## src/rtl/riscv_pkg.sv

```systemverilog
// Shared RV32I pipeline constants and inter-stage bundles.
// Imported by every pipeline stage.
package riscv_pkg;

    localparam int          XLEN        = 32;
    localparam logic [31:0] NOP_INSTR   = 32'h0000_0013;
    localparam logic [31:0] RESET_PC    = 32'h0000_0000;
    localparam logic [31:0] INSTR_BYTES = 32'd4;

    typedef struct packed {
        logic            valid;
        logic [XLEN-1:0] instr;
        logic [XLEN-1:0] pc;
        logic [XLEN-1:0] pc_plus4;
        logic            misalign;
    } if_id_t;

endpackage

```

## src/rtl/if_id_reg.sv

```systemverilog
// IF/ID pipeline register.
// Priority: flush > stall > load.
module if_id_reg
    import riscv_pkg::*;
#(
    parameter logic [31:0] NOP = riscv_pkg::NOP_INSTR
) (
    input  logic   clk_i,
    input  logic   rst_i,
    input  logic   flush_i,
    input  logic   stall_i,
    input  if_id_t d_i,
    output if_id_t q_o
);

    if_id_t q;

    always_ff @(posedge clk_i or posedge rst_i) begin
        if (rst_i) begin
            q.valid    <= 1'b0;
            q.instr    <= NOP;
            q.pc       <= '0;
            q.pc_plus4 <= '0;
            q.misalign <= 1'b0;
        end else if (flush_i) begin
            // Bubble keeps the old PC fields for debug visibility
            q.valid    <= 1'b0;
            q.instr    <= NOP;
            q.misalign <= 1'b0;
        end else if (!stall_i) begin
            q <= d_i;
        end
    end

    assign q_o = q;

endmodule

```

## src/rtl/fetch_stage.sv

```systemverilog
// IF stage: PC register, next-PC selection, IF/ID capture
// and valid-fetch counter.
module fetch_stage #(
    parameter logic [31:0] RESET_PC  = riscv_pkg::RESET_PC,
    parameter logic [31:0] NOP_INSTR = riscv_pkg::NOP_INSTR,
    parameter int          XLEN      = riscv_pkg::XLEN
) (
    input  logic            clk_i,
    input  logic            rst_i,
    input  logic            stall_i,
    input  logic            flush_i,
    input  logic            redirect_i,
    input  logic [XLEN-1:0] redirect_pc_i,
    output logic [XLEN-1:0] imem_addr_o,
    input  logic [XLEN-1:0] imem_instr_i,
    output logic            if_id_valid_o,
    output logic [XLEN-1:0] if_id_instr_o,
    output logic [XLEN-1:0] if_id_pc_o,
    output logic [XLEN-1:0] if_id_pc_plus4_o,
    output logic            if_id_misalign_o,
    output logic [XLEN-1:0] fetch_count_o
);

    import riscv_pkg::*;

    logic [XLEN-1:0] pc_q;
    logic [XLEN-1:0] pc_plus4;
    logic            misalign_q;
    logic [XLEN-1:0] count_q;
    logic            kill;
    logic            capture;
    if_id_t          if_id_d;
    if_id_t          if_id_q;

    assign pc_plus4 = pc_q + INSTR_BYTES;
    assign kill     = redirect_i | flush_i;
    assign capture  = !kill && !stall_i;

    always_ff @(posedge clk_i or posedge rst_i) begin
        if (rst_i) begin
            pc_q       <= RESET_PC;
            misalign_q <= 1'b0;
        end else if (redirect_i) begin
            // Low bits are dropped; the fault is carried as a flag
            pc_q       <= {redirect_pc_i[XLEN-1:2], 2'b00};
            misalign_q <= |redirect_pc_i[1:0];
        end else if (!stall_i) begin
            pc_q       <= pc_plus4;
            misalign_q <= 1'b0;
        end
    end

    always_ff @(posedge clk_i or posedge rst_i) begin
        if (rst_i) begin
            count_q <= '0;
        end else if (capture) begin
            count_q <= count_q + 1'b1;
        end
    end

    always_comb begin
        if_id_d          = '0;
        if_id_d.valid    = 1'b1;
        if_id_d.instr    = imem_instr_i;
        if_id_d.pc       = pc_q;
        if_id_d.pc_plus4 = pc_plus4;
        if_id_d.misalign = misalign_q;
    end

    if_id_reg #(
        .NOP (NOP_INSTR)
    ) u_if_id (
        .clk_i   (clk_i),
        .rst_i   (rst_i),
        .flush_i (kill),
        .stall_i (stall_i),
        .d_i     (if_id_d),
        .q_o     (if_id_q)
    );

    assign imem_addr_o      = pc_q;
    assign if_id_valid_o    = if_id_q.valid;
    assign if_id_instr_o    = if_id_q.instr;
    assign if_id_pc_o       = if_id_q.pc;
    assign if_id_pc_plus4_o = if_id_q.pc_plus4;
    assign if_id_misalign_o = if_id_q.misalign;
    assign fetch_count_o    = count_q;

endmodule

```

## config.mk

```make
export PLATFORM = sky130hd
export DESIGN_NAME = fetch_stage
export DESIGN_NICKNAME = d
export VERILOG_FILES = /design/src/rtl/riscv_pkg.sv /design/src/rtl/if_id_reg.sv /design/src/rtl/fetch_stage.sv
export SDC_FILE = /design/constraint.sdc
export NUM_CORES = 1
export LEC_CHECK = 0
export CORE_UTILIZATION = 40
export DETAILED_ROUTE_END_ITERATION = 16
export GPL_TIMING_DRIVEN = 0
export PLACE_DENSITY = 0.73
export SLEW_MARGIN = 5
export SYNTH_ARGS = -nofsm -noshare
export SYNTH_HDL_FRONTEND = slang
export SYNTH_SLANG_ARGS = --single-unit
```

## constraint.sdc

```tcl
create_clock -name clk_i -period 5.1 [get_ports clk_i]
set_input_delay 1.02 -clock clk_i [delete_from_list [all_inputs] [get_ports clk_i]]
set_output_delay 1.02 -clock clk_i [all_outputs]
set_load 0.05 [all_outputs]
```

==> impl_metrics.json <==
{
  "syn-instance-count": 741,
  "antenna_left": 0,
  "fin_util_pct": 59.7,
  "numPortBuffers": 222,
  "hold_viol": 0,
  "async_flop_share_pct": 100,
  "wl_um": 20800,
  "cts_buffers": 17,
  "yosysTopAreaCell": "dfrtp_1",
  "layoutNonFillerInstCount": 1229,
  "cp-end-kind": "output pin",
  "r2r-start": "imem_addr_o[2]",
  "synth-main-ff-cell": "dfrtp_1",
  "power.share.clock_pct": 33.3,
  "netSwitchingPower_mw": 1.38,
  "synthDistinctLibCells": 37,
  "multi_input_area_mm2": 0.00303,
  "synth.cell_area_mm2": 0.00723,
  "nFillCells": 1541,
  "power_frac_seq_pct": 37.9,
  "syn_to_final_growth_pct": 44.4,
  "clockBufferDepth": 2,
  "min_period_ns": 2.90,
  "power_frac_comb_pct": 28.7,
  "drive_gt1_share_pct": 7.77,
  "critPathMaxFanout": 6,
  "hold_class": "flop to flop",
  "power_density_mw_per_mm2": 377,
  "start_util_pct": 41.4,
  "grt_use_total_pct": 23.2,
  "insertion_delay_ns": 0.42,
  "die_w_um": 136,
  "outcome": "finished, final reports clean",
  "grt_setup_unrepaired": "no",
  "synth_edf_count": 0,
  "cts_resized": 0,
  "cts_max_level": 4,
  "synth_top_cells_by_count": "177 x nand2_1, 154 x dfrtp_1, 58 x nor2_1, 54 x o21ai_0, 46 x xnor2_1",
  "worstPathArrival_ns": 1.88,
  "yosys.cell_count.top_type": "nand2_1",
  "dieArea_mm2": 0.0186,
  "cts_tree": "yes",
  "worstPathCellList": "clkdlybuf4s50_1",
  "crit_type": "flop to output pin",
  "tns_ns": 0,
  "max_freq_ghz": 0.345,
  "cp_num_buf_inv": 1,
  "cpPeakStageDelay_ns": 0.88,
  "diodes": 0,
  "yosys_warnings": 0,
  "synth.area.top_cells": "dfrtp_1 53%, nand2_1 9.2%, xnor2_1 5.6%",
  "r2r-end": "imem_addr_o[30]",
  "antenna_found_initial": 1,
  "p_leak_nw": 4.55,
  "overflow": 0,
  "coreArea_mm2": 0.0175,
  "drc": 0,
  "cts_root_buf": "clkbuf_16",
  "yosys.area.top_type_share_pct": 53.3,
  "rr_worst_depth": 6,
  "nets": 1062,
  "critPathTopFamily": "buffers and inverters",
  "grt_max_degree": 40,
  "ir_drop_mv": 0.242,
  "cp.depth": 1,
  "dr.pass1.iters": 5,
  "vias": 6165,
  "dp_hpwl_um": 15200,
  "pre_cts_ws_ns": 1.82,
  "grt_pass1_vias": 6092,
  "place_congestion": 0.813,
  "io_pins": 231,
  "crit_path_start_kind": "flop",
  "cap_viol_max_count": 0,
  "ff_latch_area_mm2": 0.00393,
  "worst_pin_slew_ns": 1.25,
  "ctsHoldBuffers": 0,
  "required_ns": 4.08,
  "finalCritPeriodShare_pct": 56.9,
  "yosysSeqAreaShare_pct": 54.4,
  "drt_iter0_drc": 272,
  "setup_violations": 0,
  "die_h_um": 136,
  "clock-sinks": 157,
  "critPathSlowestCell": "clkdlybuf4s50_1",
  "rows": 48,
  "switching_share_pct": 35.0,
  "synth_seq_cells": 157,
  "grt_pass1_wl_um": 32900,
  "crit_start": "imem_addr_o[10]",
  "placedCellCount": 1197,
  "wl_per_cell_um": 17.0,
  "slew-limit-headroom_pct": 15.8,
  "fin_skew_ns": 0.00863,
  "post_cts_buffers": 0,
  "r2r_slack_ns": 2.27,
  "intPower_mw": 2.56,
  "via_per_inst": 5.02,
  "avgSynthCellArea_um2": 9.76,
  "fin_ws_ns": 2.20,
  "endpoint": "imem_addr_o[10]",
  "slew_viol_final": 0,
  "clk_pin_slew_worst_paths_ns": 0.06
}
-- worst min path at each step --
stage,from,endpoint,depth (start not counted)
6_report,u_if_id.q_o[59],u_if_id.q_o[59],2
5_1_grt,fetch_count_o[31],fetch_count_o[31],1
4_1_cts,u_if_id.q_o[47],u_if_id.q_o[47],2
3_5_place_dp,u_if_id.q_o[47],u_if_id.q_o[47],2
3_3_place_gp,u_if_id.q_o[49],u_if_id.q_o[49],2
2_1_floorplan,misalign_q,u_if_id.q_o[0],2
-- logic make-up after synthesis --
kind of cell,Yosys count,synth area share [%]
AO/OA/AOI/OAI,60,4.19
XOR/XNOR,88,10.7
adder cells (fa/ha/maj),2,0.346
buffers and inverters,60,3.96
flip-flops,157,54.4
multiplexers,37,5.17
other,1,0.0519
AND/OR/NAND/NOR,336,21.2
-- worst min-delay path, delay by kind of cell, from the launching register on --
kind	cells	cell delay, ns
simple gates	2	0.10
flops	1	0.34
-- layout make-up --
| cell class | count | area share, % |
|---|---|---|
| sequential | 157 | 37.7 |
| clock inverter | 10 | 1.33 |
| timing repair buffer | 226 | 22.0 |
| tap | 225 | 2.70 |
| inverter | 6 | 0.252 |
| clock buffer | 22 | 4.45 |
| buffer | 54 | 2.53 |
| multi-input combinational | 529 | 29.0 |
-- routing by layer --
layer  vias to the layer above  share of wire (%)  track usage [%]
met4                         2                1.3             6.79
met1                      3017                 45             31.1
met3                        21                5.9             5.52
met5                         -              0.048                0
met2                       193                 47             37.1
li1                       2932                  -                -
-- registers in the layout (all words and copies together) (netlist names) --
register       flops
u_if_id.q_o       94
imem_addr_o       30
fetch_count_o     32
misalign_q         1
-- layout by cell type (no fill, tap or decap), types with 3 or more instances in the layout --
cell	instances
clkdlybuf4s50_1	222
nand2_1	177
dfrtp_1	154
nor2_1	58
o21ai_0	54
xnor2_1	46
xor2_1	42
nand3_1	38
mux2i_1	34
clkbuf_1	29
buf_2	18
clkbuf_16	17
nand4_1	16
nor3_1	10
buf_4	8
and4_1	7
and3_1	6
conb_1	6
inv_1	5
nor4_1	4
buf_12	4
or2_2	3
or3_1	3
nor4_2	3
a21oi_1	3
nand4b_1	3
mux2_2	3
bufinv_16	3
clkinv_4	3
clkinv_2	3
dfstp_2	3
-- power groups by stage --
stage	logic, mW	registers, mW	clock network (mW)
2_1_floorplan	0.252	1.96	0
3_3_place_gp	1.12	1.51	0
3_5_place_dp	1.14	1.51	0
4_1_cts	1.14	1.49	1.34
5_1_grt	1.19	1.51	1.38
6_report	1.13	1.49	1.31
-- stage by stage --
stage / total power [mW] / hold slack (ns) / instance area [µm²]
after floorplan: 2.21 / 0.487 / 7250
after global placement: 2.63 / 0.459 / 9760
after detailed placement: 2.65 / 0.462 / 9840
after CTS: 3.97 / 0.476 / 10400
after global routing: 4.08 / 0.489 / 10400
final: 3.93 / 0.475 / 10400
(Power assumes the default switching activity.)
